`src/rtl/gun_turret_pkg.sv`:
```
// Shared game definitions: sprite FSM encoding and default screen geometry.
package gun_turret_pkg;

  typedef enum logic [1:0] {
    ST_READY = 2'd0,
    ST_FIRE  = 2'd1,
    ST_COOL  = 2'd2
  } turret_state_t;

  localparam int SCREEN_W_DEF = 640;
  localparam int SCREEN_H_DEF = 480;
  localparam int GUN_W_DEF    = 94;
  localparam int GUN_H_DEF    = 14;
  localparam int GUN_Y_DEF    = 466;

  // Left edge that centres a sprite of width w on a screen of width screen_w.
  function automatic logic [9:0] center_x(input int screen_w, input int w);
    return 10'((screen_w - w) / 2);
  endfunction

endpackage

```
`src/rtl/gun_turret_window.sv`:
```
// Registered rectangle hit-test: o_draw is high one cycle after the raster
// position falls inside [i_x0, i_x0+W-1] x [i_y0, i_y0+H-1].
module sprite_window #(
  parameter int W = 94,
  parameter int H = 14
) (
  input  logic       clk,
  input  logic       reset,
  input  logic [9:0] i_hcount,
  input  logic [9:0] i_vcount,
  input  logic [9:0] i_x0,
  input  logic [9:0] i_y0,
  output logic       o_draw
);

  logic [10:0] w_x_end;
  logic [10:0] w_y_end;
  logic        w_hit;

  // 11-bit right/bottom edges so a window touching the 10-bit limit cannot wrap.
  always_comb begin
    w_x_end = {1'b0, i_x0} + 11'(W - 1);
    w_y_end = {1'b0, i_y0} + 11'(H - 1);
    w_hit   = (i_hcount >= i_x0) && ({1'b0, i_hcount} <= w_x_end) &&
              (i_vcount >= i_y0) && ({1'b0, i_vcount} <= w_y_end);
  end

  // Register the hit to give a clean one-cycle pixel pipeline.
  always_ff @(posedge clk or posedge reset) begin
    if (reset) o_draw <= 1'b0;
    else       o_draw <= w_hit;
  end

endmodule

```
`src/rtl/gun_turret.sv`:
```
// Player gun sprite: frame-rate movement with edge clamping, edge-triggered
// firing with cooldown, and a short muzzle-flash colour after each shot.
module gun_turret
  import gun_turret_pkg::*;
#(
  parameter int         SCREEN_W     = SCREEN_W_DEF,
  parameter int         GUN_W        = GUN_W_DEF,
  parameter int         GUN_H        = GUN_H_DEF,
  parameter int         GUN_Y        = GUN_Y_DEF,
  parameter int         STEP         = 2,
  parameter int         COOLDOWN     = 30,
  parameter int         FLASH_FRAMES = 4,
  parameter logic [5:0] COLOR        = 6'h00,
  parameter logic [5:0] FLASH_COLOR  = 6'h3F
) (
  input  logic       clk,
  input  logic       reset,
  input  logic [9:0] hcount,
  input  logic [9:0] vcount,
  input  logic       frame_tick,
  input  logic       izq,
  input  logic       der,
  input  logic       fire,
  output logic [5:0] data,
  output logic       draw,
  output logic       shot,
  output logic [9:0] shot_x,
  output logic       ready
);

  localparam int          CW    = $clog2(COOLDOWN + 2);
  localparam int          FW    = $clog2(FLASH_FRAMES + 2);
  localparam logic [10:0] MAX_X = 11'(SCREEN_W - GUN_W);

  turret_state_t r_state, w_state_nxt;
  logic [9:0]    r_pos_x, w_pos_nxt;
  logic [9:0]    w_pos_dn;
  logic [10:0]   w_pos_up;
  logic [CW-1:0] r_cool;
  logic [FW-1:0] r_flash;
  logic          r_fire_lo;  // fire was sampled low last cycle; 0 after reset
  logic          w_fire_edge;
  logic          w_draw;

  // Clamped next position; left move checked before subtracting so it never wraps.
  always_comb begin
    w_pos_dn = r_pos_x - 10'(STEP);
    w_pos_up = {1'b0, r_pos_x} + 11'(STEP);
    if (izq) w_pos_nxt = ({1'b0, r_pos_x} < 11'(STEP)) ? 10'd0 : w_pos_dn;
    else     w_pos_nxt = (w_pos_up > MAX_X) ? MAX_X[9:0] : w_pos_up[9:0];
  end

  // Position only moves on a frame tick with exactly one direction held.
  always_ff @(posedge clk or posedge reset) begin
    if (reset)                     r_pos_x <= center_x(SCREEN_W, GUN_W);
    else if (frame_tick && (izq ^ der)) r_pos_x <= w_pos_nxt;
  end

  // Fire history: reset as "not low" so a trigger held through reset is not an edge.
  always_ff @(posedge clk or posedge reset) begin
    if (reset) r_fire_lo <= 1'b0;
    else       r_fire_lo <= ~fire;
  end

  assign w_fire_edge = fire & r_fire_lo;

  // FSM state register.
  always_ff @(posedge clk or posedge reset) begin
    if (reset) r_state <= ST_READY;
    else       r_state <= w_state_nxt;
  end

  // FSM next state; edges seen outside READY are simply dropped.
  always_comb begin
    w_state_nxt = r_state;
    case (r_state)
      ST_READY: if (w_fire_edge) w_state_nxt = ST_FIRE;
      ST_FIRE:  w_state_nxt = ST_COOL;
      ST_COOL:  if (r_cool == '0) w_state_nxt = ST_READY;
      default:  w_state_nxt = ST_READY;
    endcase
  end

  // Cooldown and flash counters: loaded on the shot, saturating frame countdown.
  always_ff @(posedge clk or posedge reset) begin
    if (reset) begin
      r_cool  <= '0;
      r_flash <= '0;
    end else if (r_state == ST_FIRE) begin
      r_cool  <= CW'(COOLDOWN);
      r_flash <= FW'(FLASH_FRAMES);
    end else if (frame_tick) begin
      if (r_cool  != '0) r_cool  <= r_cool - 1'b1;
      if (r_flash != '0) r_flash <= r_flash - 1'b1;
    end
  end

  // Muzzle x uses the pre-move position of the FIRE cycle.
  always_ff @(posedge clk or posedge reset) begin
    if (reset)                  shot_x <= '0;
    else if (r_state == ST_FIRE) shot_x <= r_pos_x + 10'(GUN_W / 2);
  end

  sprite_window #(.W(GUN_W), .H(GUN_H)) u_win (
    .clk      (clk),
    .reset    (reset),
    .i_hcount (hcount),
    .i_vcount (vcount),
    .i_x0     (r_pos_x),
    .i_y0     (10'(GUN_Y)),
    .o_draw   (w_draw)
  );

  assign draw  = w_draw;
  assign data  = w_draw ? ((r_flash != '0) ? FLASH_COLOR : COLOR) : 6'h00;
  assign ready = (r_state == ST_READY);
  assign shot  = (r_state == ST_FIRE);

endmodule

```
`config.mk`:
```
export PLATFORM = sky130hd
export DESIGN_NAME = gun_turret
export DESIGN_NICKNAME = d
export VERILOG_FILES = /design/src/rtl/gun_turret_pkg.sv /design/src/rtl/gun_turret_window.sv /design/src/rtl/gun_turret.sv
export SDC_FILE = /design/constraint.sdc
export NUM_CORES = 1
export LEC_CHECK = 0
export CELL_PAD_IN_SITES_DETAIL_PLACEMENT = 0
export CELL_PAD_IN_SITES_GLOBAL_PLACEMENT = 1
export CORE_MARGIN = 3
export CORE_UTILIZATION = 42
export DETAILED_ROUTE_END_ITERATION = 10
export GPL_ROUTABILITY_DRIVEN = 0
export PLACE_DENSITY = 0.81
export SYNTH_ARGS = -nofsm -noshare
export SYNTH_HDL_FRONTEND = slang
export SYNTH_SLANG_ARGS = --single-unit
```
`constraint.sdc`:
```
create_clock -name clk -period 4.4 [get_ports clk]
set_input_delay 0.66 -clock clk [delete_from_list [all_inputs] [get_ports clk]]
set_output_delay 0.66 -clock clk [all_outputs]
set_load 0.05 [all_outputs]
```
# Word-level counts from Yosys, hierarchy flattened
# Index checks and enable logic that the tools add are counted.
# totals
reg_bits,32
latch_bits,0
ramBits,0
romBits,0
inputBits,26
output_inout_bits,19
elab_cells,54
memories,0
# classes
addsub,6
mul,0
n_div,0
magnitude_cmp,6
n_eq_ne,4
shift,0
n_mux,14
n_bitwise,3
reduce_logical,14
# op_table
cell,n
10-bit two-way mux,3
5-bit two-way mux,3
6-bit two-way mux,2
10-bit by 2-bit adder with 11-bit output (second input constant),1
10-bit by 7-bit adder with 11-bit output (second input constant),1
11-bit by 10-bit > comparator with 1-bit output (second input constant),1
10-bit by 11-bit <= comparator with 1-bit output,1
10-bit by 6-bit adder with 10-bit output (second input constant),1
10-bit >= comparator,1
10-bit by 9-bit >= comparator with 1-bit output (second input constant),1
10-bit by 9-bit <= comparator with 1-bit output (second input constant),1
10-bit by 2-bit < comparator with 1-bit output (second input constant),1
10-bit by 2-bit subtractor with 10-bit output (second input constant),1
3-bit two-way mux,3
2-bit case mux with 3 select lines,1
2-bit AND reduction,3
2-bit nonzero test,3
5-bit zero test,1
5-bit nonzero test,1
5-bit by 1-bit subtractor with 5-bit output (second input constant),1
1-bit logical AND,4
2-bit two-way mux,2
3-bit nonzero test,1
3-bit by 1-bit subtractor with 3-bit output (second input constant),1
other kinds (8),8

# Longest topological paths before layout
# Gate-level depths: netlist of run 1.
# logic_depth
depth_word,5
depth_mapped,14
mapped_depth_nobuf,13

# By module
# Synthesis of run 1 repeated with hierarchy kept, for this count alone.
# hier_totals
cells_unflattened,390
area_unflattened_um2,3236.9
# modules_own_cells
module,instances,cells_each,area_each_um2,seq_area_each_um2
gun_turret,1,234,2019.4,779.5
sprite_window,1,156,1217.4,25.0

# Least setup slack after synthesis of run 1
# Ideal clock, no wire load.
# synth_path
path_type,flip-flop to flip-flop
startpoint,reg r_pos_x[2]
endpoint,reg u_win.o_draw
setup_time_ns,0.099
t_arrival_ns,2.819
t_required_ns,4.301
setup_slack_ns,1.481
path_stages_with_launch,14
n_path_buf,1
synth_period_minus_slack_ns,2.919
path_cell_list,dfrtp_1 -> buf_1 -> inv_1 -> ha_1 -> a2111oi_0 -> nor2_1 -> nor2_1 -> xnor2_1 -> ha_1 -> and4_1 -> nand4_1 -> o311ai_0 -> a31oi_1 -> a311oi_1
# synth_via
elab_chain_len,5
word_cells_on_any_way,6
cone_classes,add/sub: 1; order compare: 2; reduce/logical: 3
# synth_lines
item,line_no,rtl
start: declaration,gun_turret.sv:36,"logic [9:0] r_pos_x, w_pos_nxt;"
start signal: assignment,gun_turret.sv:55,"if (reset) r_pos_x <= center_x(SCREEN_W, GUN_W);"
start signal: assignment,gun_turret.sv:56,else if (frame_tick && (izq ^ der)) r_pos_x <= w_pos_nxt;
10-bit by 7-bit adder with 11-bit output,gun_turret_window.sv:22,"w_x_end = {1'b0, i_x0} + 11'(W - 1);"
10-bit by 11-bit <= comparator with 1-bit output,gun_turret_window.sv:24,"w_hit = (i_hcount >= i_x0) && ({1'b0, i_hcount} <= w_x_end) &&"
1-bit logical AND * (2 in a row),gun_turret_window.sv:24,
1-bit logical AND *,gun_turret_window.sv:25,"(i_vcount >= i_y0) && ({1'b0, i_vcount} <= w_y_end);"
net u_win.w_hit,gun_turret_window.sv:18,logic w_hit;
end signal: assignment,gun_turret_window.sv:31,else o_draw <= w_hit;
end: declaration,gun_turret_window.sv:13,output logic o_draw
# The timed path passes the listed nets; every way through them passes the cells marked *.
# A chain may end at the register's enable or synchronous reset.

# Final worst setup path of run 1
# Same ends and word-level chain as after synthesis.

==> flow_metrics.env, run 1 <==
export IMPL_peakVddDrop_mv=0.508
export IMPL_synth_most_common_cell="sky130_fd_sc_hd__nand2_1"
export IMPL_finalNetCount=410
export IMPL_rsz0062_at_grt="no"
export IMPL_fin_crit_sh=0.729
export IMPL_report_final_setup_viol=0
export IMPL_place_detailed_instances=422
export IMPL_die_extent_in_y_um=87.3
export IMPL_post_synth_cell_area_avg_um2=8.52
export IMPL_antenna_violations_before_repair=0
export IMPL_worst_path_max_fanout=15
export IMPL_power_density_cell_area_nw_per_um2=694
export IMPL_core_rows=28
export IMPL_hold_buffers=0
export IMPL_drtPass1Iterations=4
export IMPL_number_of_design_rule_violations_left_after_detail_routing=0
export IMPL_category_of_the_most_critical_setup_path="reg2reg"
export IMPL_first_iter_violations=160
export IMPL_cts_setup_buffers=0
export IMPL_dp_final_hpwl_um=5220
export IMPL_initial_utilization=0.450
export IMPL_port_buffer_count=43
export IMPL_seq_area_frac_synth=0.290
export IMPL_clk_path_buf_depth=2
export IMPL_wire_per_inst_um=15.7
export IMPL_critPathLaunchType="flop"
export IMPL_tritoncts_num_buffers=5
export IMPL_postSynthRegisterBits=32
export IMPL_syn_cell_area_um2=2780
export IMPL_placed_cell_area_um2=3170
export IMPL_skew_ns=0.00727
export IMPL_clock_tree_from_tritoncts="yes"
export IMPL_yosys_top_cells_area="sky130_fd_sc_hd__dfrtp_1 26%, sky130_fd_sc_hd__ha_1 14%, sky130_fd_sc_hd__xnor2_1 6.6%"
export IMPL_clock_latency_ns=0.28
export IMPL_synth_top_cell_area_share=0.261
export IMPL_grt_first_pass_wirelength_um=11400
export IMPL_die_w_um=87.3
export IMPL_ant_nets=0
export IMPL_hold_viol_final=0
export IMPL_routed_via_count=2428
export IMPL_fill_cells=588
export IMPL_synth_main_ff_cell="sky130_fd_sc_hd__dfrtp_1"
export IMPL_tightestPinTransition_ns=0.833
export IMPL_worstHoldPathType="reg2reg"
export IMPL_fmax_ghz=0.312
export IMPL_synthToLayoutAreaGrowth_pct=18.0
export IMPL_async_flop_share=1.00
export IMPL_placeableCoreArea_um2=6170
export IMPL_slew_headroom=0.445
export IMPL_critical_path_required_ns=4.55
export IMPL_yosysWarningCount=0
export IMPL_cts_htree_levels=2
export IMPL_post_synth_inst_count=326
export IMPL_cts_root_buffer_cell="sky130_fd_sc_hd__clkbuf_8"
export IMPL_cellLeakagePower_nw=1.36
export IMPL_pin_count=45
export IMPL_slew_violations=0
export IMPL_layout_cells_non_filler=430
export IMPL_first_global_vias=2301
export IMPL_synthesis_nets=382
export IMPL_layout_drive_gt1_share=0.0507
export IMPL_finalCriticalPeriod_ns=3.21
export IMPL_leading_area_contributor_after_synthesis="sky130_fd_sc_hd__dfrtp_1"
export IMPL_overall_global_routing_resource_usage=0.188
export IMPL_register_area_um2=805
export IMPL_cts_clk_slew_worst_paths_ns=0.06
export IMPL_yosys_cell_types_count=65
export IMPL_number_of_synthesized_flops_with_an_enable_pin=0
export IMPL_cp_arrival_ns=3.36
export IMPL_totalNegativeSetupSlack_ns=0
export IMPL_final_non_filler_cell_area_um2=3280
export IMPL_insertedDiodeCount=0
export IMPL_largest_net_degree_at_the_start_of_global_routing=33
export IMPL_cts_resizes=0
export IMPL_result_of_the_run="finished clean"
export IMPL_overflow=0
export IMPL_synth_common_cells="34 x sky130_fd_sc_hd__nand2_1, 30 x sky130_fd_sc_hd__ha_1, 29 x sky130_fd_sc_hd__dfrtp_1"
export IMPL_drt_total_wl_um=6760
export IMPL_clock_sinks=32
export IMPL_total_area_of_multi_input_combinational_cells_um2=1750
export IMPL_post_drt_via_cell_ratio=5.65
export IMPL_drv_cap=0
export IMPL_design_die_area_um2=7620
export IMPL_worstSetupEndpointType="flop"
[registers in the layout, indices dropped and copies added (netlist names)]
name	flops
r_flash	3
r_pos_x	10
r_cool	5
shot_x	10
r_state	2
r_fire_lo	1
u_win.o_draw	1
[cells in the final DEF (no fill, tap or decap), types with 4 or more instances in the layout]
cell / n
sky130_fd_sc_hd__clkdlybuf4s50_1: 43
sky130_fd_sc_hd__nand2_1: 34
sky130_fd_sc_hd__ha_1: 30
sky130_fd_sc_hd__dfrtp_1: 29
sky130_fd_sc_hd__o21ai_0: 23
sky130_fd_sc_hd__xnor2_1: 21
sky130_fd_sc_hd__inv_1: 19
sky130_fd_sc_hd__nor2_1: 17
sky130_fd_sc_hd__a21oi_1: 14
sky130_fd_sc_hd__nor3_1: 12
sky130_fd_sc_hd__nand2b_1: 9
sky130_fd_sc_hd__nand4_1: 5
sky130_fd_sc_hd__nand3_1: 5
sky130_fd_sc_hd__clkbuf_8: 5
sky130_fd_sc_hd__o31ai_1: 4
sky130_fd_sc_hd__and4_1: 4
sky130_fd_sc_hd__a31oi_1: 4
sky130_fd_sc_hd__a22oi_1: 4
sky130_fd_sc_hd__o22ai_1: 4
[cell families after synthesis]
group	Yosys count	share of synthesized area
and+or+nand+nor	112	0.219
AOI/OAI and AO/OA	83	0.198
buffers and inverters	44	0.0784
DFF	32	0.290
adders and majority gates	30	0.135
xor gates and xnor gates	24	0.0757
muxes	1	0.00361
[path summary, 6_finish.rpt]
check                                       start                      to  slack (ns)  cells past startpoint
max                        r_pos_x[2]$_DFFE_PP0P_  u_win.o_draw$_DFF_PP0_        1.19                     12
min                         shot_x[5]$_DFFE_PP0P_   shot_x[5]$_DFFE_PP0P_        0.48                      2
max reg2reg                r_pos_x[2]$_DFFE_PP0P_  u_win.o_draw$_DFF_PP0_        1.19                     12
min reg2reg                 shot_x[5]$_DFFE_PP0P_   shot_x[5]$_DFFE_PP0P_        0.48                      2
max in group asynchronous                   reset  r_pos_x[0]$_DFFE_PP1P_        3.32                      3
min in group asynchronous                   reset  r_pos_x[9]$_DFFE_PP0P_        0.75                      3
[per-stage QoR]
stage	total power [mW]	setup slack, ns	util	hold slack (ns)
5_1_grt	2.48	0.944	0.531	0.512
6_report	2.28	1.19	0.531	0.479
2_1_floorplan	1.63	1.48	-	0.451
4_1_cts	2.28	1.20	0.531	0.485
3_5_place_dp	1.99	1.22	0.514	0.470
3_3_place_gp	1.97	1.19	0.514	0.454
[power by group]
group / internal [mW] / total [mW] / leakage (nW) / switching (mW)
Sequential: 0.433 / 0.642 / 0.385 / 0.209
Combinational: 0.555 / 1.36 / 0.923 / 0.802
Clock: 0.168 / 0.277 / 0.0552 / 0.109
Total: 1.16 / 2.28 / 1.36 / 1.12
[layout make-up]
cell class	instances	area share
clock buffer	6	0.0221
clock inverter	2	0.0107
inverter	21	0.0241
multi-input combinational	250	0.535
sequential	32	0.246
tap	75	0.0286
timing repair buffer	44	0.134
[layer usage]
layer,vias to the layer above,track usage,part of all wire
li1,1230,-,-
met5,-,0,0
met2,56,0.294,0.44
met4,0,0.0377,0.0074
met3,4,0.0416,0.043
met1,1138,0.266,0.51
[worst max-delay path: stages (launching register included)]
cell	delay (ns)
sky130_fd_sc_hd__dfrtp_1	0.63
sky130_fd_sc_hd__inv_1	0.18
sky130_fd_sc_hd__ha_1	0.23
sky130_fd_sc_hd__a2111oi_0	0.65
sky130_fd_sc_hd__nor2_1	0.08
sky130_fd_sc_hd__nor2_1	0.17
sky130_fd_sc_hd__xnor2_1	0.15
sky130_fd_sc_hd__ha_1	0.26
sky130_fd_sc_hd__and4_1	0.19
sky130_fd_sc_hd__nand4_1	0.09
sky130_fd_sc_hd__o311ai_0	0.12
sky130_fd_sc_hd__a31oi_1	0.24
sky130_fd_sc_hd__a311oi_1	0.08
No activity file was read; power rests on OpenSTA's default activity.
==> inputs of run 2 (changes only) <==
Settings changed: CORE_UTILIZATION 42 to 37, PLACE_DENSITY 0.81 to 0.76.
Clock period 4.4 ns to 2.9 ns, I/O delays scaled along.
==> run 2 against run 1 <==
Clock skew fell by 0.0012 ns. Maximum frequency rose by 17%. Largest cell class unchanged. Critical path depth fell by 1. Largest power group unchanged. First-iteration DRC count fell by 6.3%.
==> flow_metrics.env, run 2 (synthesized netlist as in run 1, its figures left out) <==
export IMPL_fmax_ghz=0.364
export IMPL_dp_worst_setup_slack_ns=0.0736
export IMPL_drt_total_wl_um=7070
export IMPL_timing_critical_path_depth=11
export IMPL_place_detailed_instances=455
export IMPL_cts_htree_levels=2
export IMPL_post_layout_total_power_mw=3.50
export IMPL_overflow=0
export IMPL_critPathTopFamily="simple AND/OR/NAND/NOR gates"
export IMPL_slew_headroom=0.660
export IMPL_post_drt_via_cell_ratio=5.34
export IMPL_cts_resizes=0
export IMPL_utilization=0.484
export IMPL_final_hold_worst_slack_ns=0.477
export IMPL_cts_clk_slew_worst_paths_ns=0.08
export IMPL_fin_crit_sh=0.947
export IMPL_clock_tree_from_tritoncts="yes"
export IMPL_category_of_the_most_critical_setup_path="reg2reg"
export IMPL_cellLeakagePower_nw=1.41
export IMPL_layout_cells_most_common_list="43 x sky130_fd_sc_hd__clkdlybuf4s50_1, 34 x sky130_fd_sc_hd__nand2_1, 30 x sky130_fd_sc_hd__ha_1"
export IMPL_worstSetupEndpointType="flop"
export IMPL_largest_net_degree_at_the_start_of_global_routing=33
export IMPL_timing_reg2reg_worst_path_depth=11
export IMPL_placeableCoreArea_um2=7020
export IMPL_cts_root_buffer_cell="sky130_fd_sc_hd__clkbuf_8"
export IMPL_critPathMostFrequentCell="sky130_fd_sc_hd__ha_1"
export IMPL_critical_path_buf_inv_count=0
export IMPL_worst_path_max_fanout=8
export IMPL_port_buffer_count=43
export IMPL_critPathLaunchType="flop"
export IMPL_core_rows=30
export IMPL_design_die_area_um2=8580
export IMPL_placed_cell_area_um2=3290
export IMPL_die_w_um=92.6
export IMPL_ant_nets=0
export IMPL_rr_startpoint="r_pos_x[0]$_DFFE_PP1P_"
export IMPL_first_global_vias=2436
export IMPL_r2r_setup_slack_ns=0.15
export IMPL_startpoint="r_pos_x[0]$_DFFE_PP1P_"
export IMPL_peakVddDrop_mv=0.502
export IMPL_cp_arrival_ns=2.94
export IMPL_hold_buffers=0
export IMPL_power_density_cell_area_nw_per_um2=1030
export IMPL_clk_path_buf_depth=2
export IMPL_layout_cells_most_common="sky130_fd_sc_hd__clkdlybuf4s50_1"
export IMPL_routed_via_count=2472
export IMPL_regToRegEndpoint="u_win.o_draw$_DFF_PP0_"
export IMPL_critPathMaxStageDelay_ns=0.44
export IMPL_hold_viol_final=0
export IMPL_clock_latency_ns=0.29
export IMPL_insertedDiodeCount=0
export IMPL_critical_path_required_ns=3.09
export IMPL_cp_endpoint="u_win.o_draw$_DFF_PP0_"
export IMPL_initial_utilization=0.396
export IMPL_layout_cells_non_filler=463
export IMPL_rsz0062_at_grt="no"
export IMPL_final_setup_worst_slack_ns=0.153
export IMPL_pin_count=45
export IMPL_crit_path_cell_trace="ha_1, or4_1, a21oi_1, nor2_1, xnor2_1, ha_1, and4_1, nand4_1, o311ai_0, a31oi_1, a311oi_1"
export IMPL_drtPass1Iterations=4
export IMPL_slew_violations=0
export IMPL_critical_path_slowest_cell="sky130_fd_sc_hd__dfstp_2"
export IMPL_result_of_the_run="finished clean"
export IMPL_synthToLayoutAreaGrowth_pct=22.4
export IMPL_report_final_setup_viol=0
export IMPL_overall_global_routing_resource_usage=0.176
export IMPL_drv_cap=0
export IMPL_cts_setup_buffers=0
export IMPL_number_of_design_rule_violations_left_after_detail_routing=0
export IMPL_wire_per_inst_um=15.3
export IMPL_tritoncts_num_buffers=5
export IMPL_finalNetCount=422
export IMPL_worstHoldPathType="reg2reg"
export IMPL_antenna_violations_before_repair=0
export IMPL_die_extent_in_y_um=92.6
export IMPL_first_iter_violations=150
export IMPL_clock_sinks=32
export IMPL_top_regs="r_pos_x (10), shot_x (10), r_cool (5)"
export IMPL_layout_drive_gt1_share=0.0899
export IMPL_dp_final_hpwl_um=5620
export IMPL_finalCriticalPeriod_ns=2.75
export IMPL_grt_first_pass_wirelength_um=12200
export IMPL_totalNegativeSetupSlack_ns=0
export IMPL_final_non_filler_cell_area_um2=3400
export IMPL_tightestPinTransition_ns=0.508
export IMPL_skew_ns=0.00605
## run 2: layout make-up
| cell class | count | area, um^2 |
|---|---|---|
| Timing Repair Buffer | 56 | 528 |
| Sequential cell | 32 | 806 |
| Fill cell | 692 | 3620 |
| Clock buffer | 5 | 68.8 |
| Inverter | 21 | 78.8 |
| Multi-Input combinational cell | 250 | 1770 |
| Clock inverter | 3 | 23.8 |
| Tap cell | 96 | 120 |
## run 2: worst min path at each step
| stage | from | endpoint | depth (start not counted) |
|---|---|---|---|
| after global routing | shot_x[5]$_DFFE_PP0P_ | shot_x[5]$_DFFE_PP0P_ | 2 |
| final | r_fire_lo$_DFF_PP0_ | r_state[0]$_DFFE_PP0P_ | 1 |
| after detailed placement | r_fire_lo$_DFF_PP0_ | r_state[0]$_DFFE_PP0P_ | 1 |
| after CTS | r_fire_lo$_DFF_PP0_ | r_state[0]$_DFFE_PP0P_ | 1 |
| after global placement | r_fire_lo$_DFF_PP0_ | r_state[0]$_DFFE_PP0P_ | 1 |
| after floorplan | r_fire_lo$_DFF_PP0_ | r_state[0]$_DFFE_PP0P_ | 1 |
## run 2: per-layer routing
layer,part of all wire,global-route usage,wire [um]
met4,0.0082,0.0427,58
met5,0,0,0
met3,0.058,0.0284,413
met2,0.46,0.285,3250
met1,0.47,0.246,3350
## run 2: power by group
part	switching, mW	internal [mW]
registers	0.226	0.659
logic	1.34	0.917
clock network	0.189	0.170
total	1.75	1.75
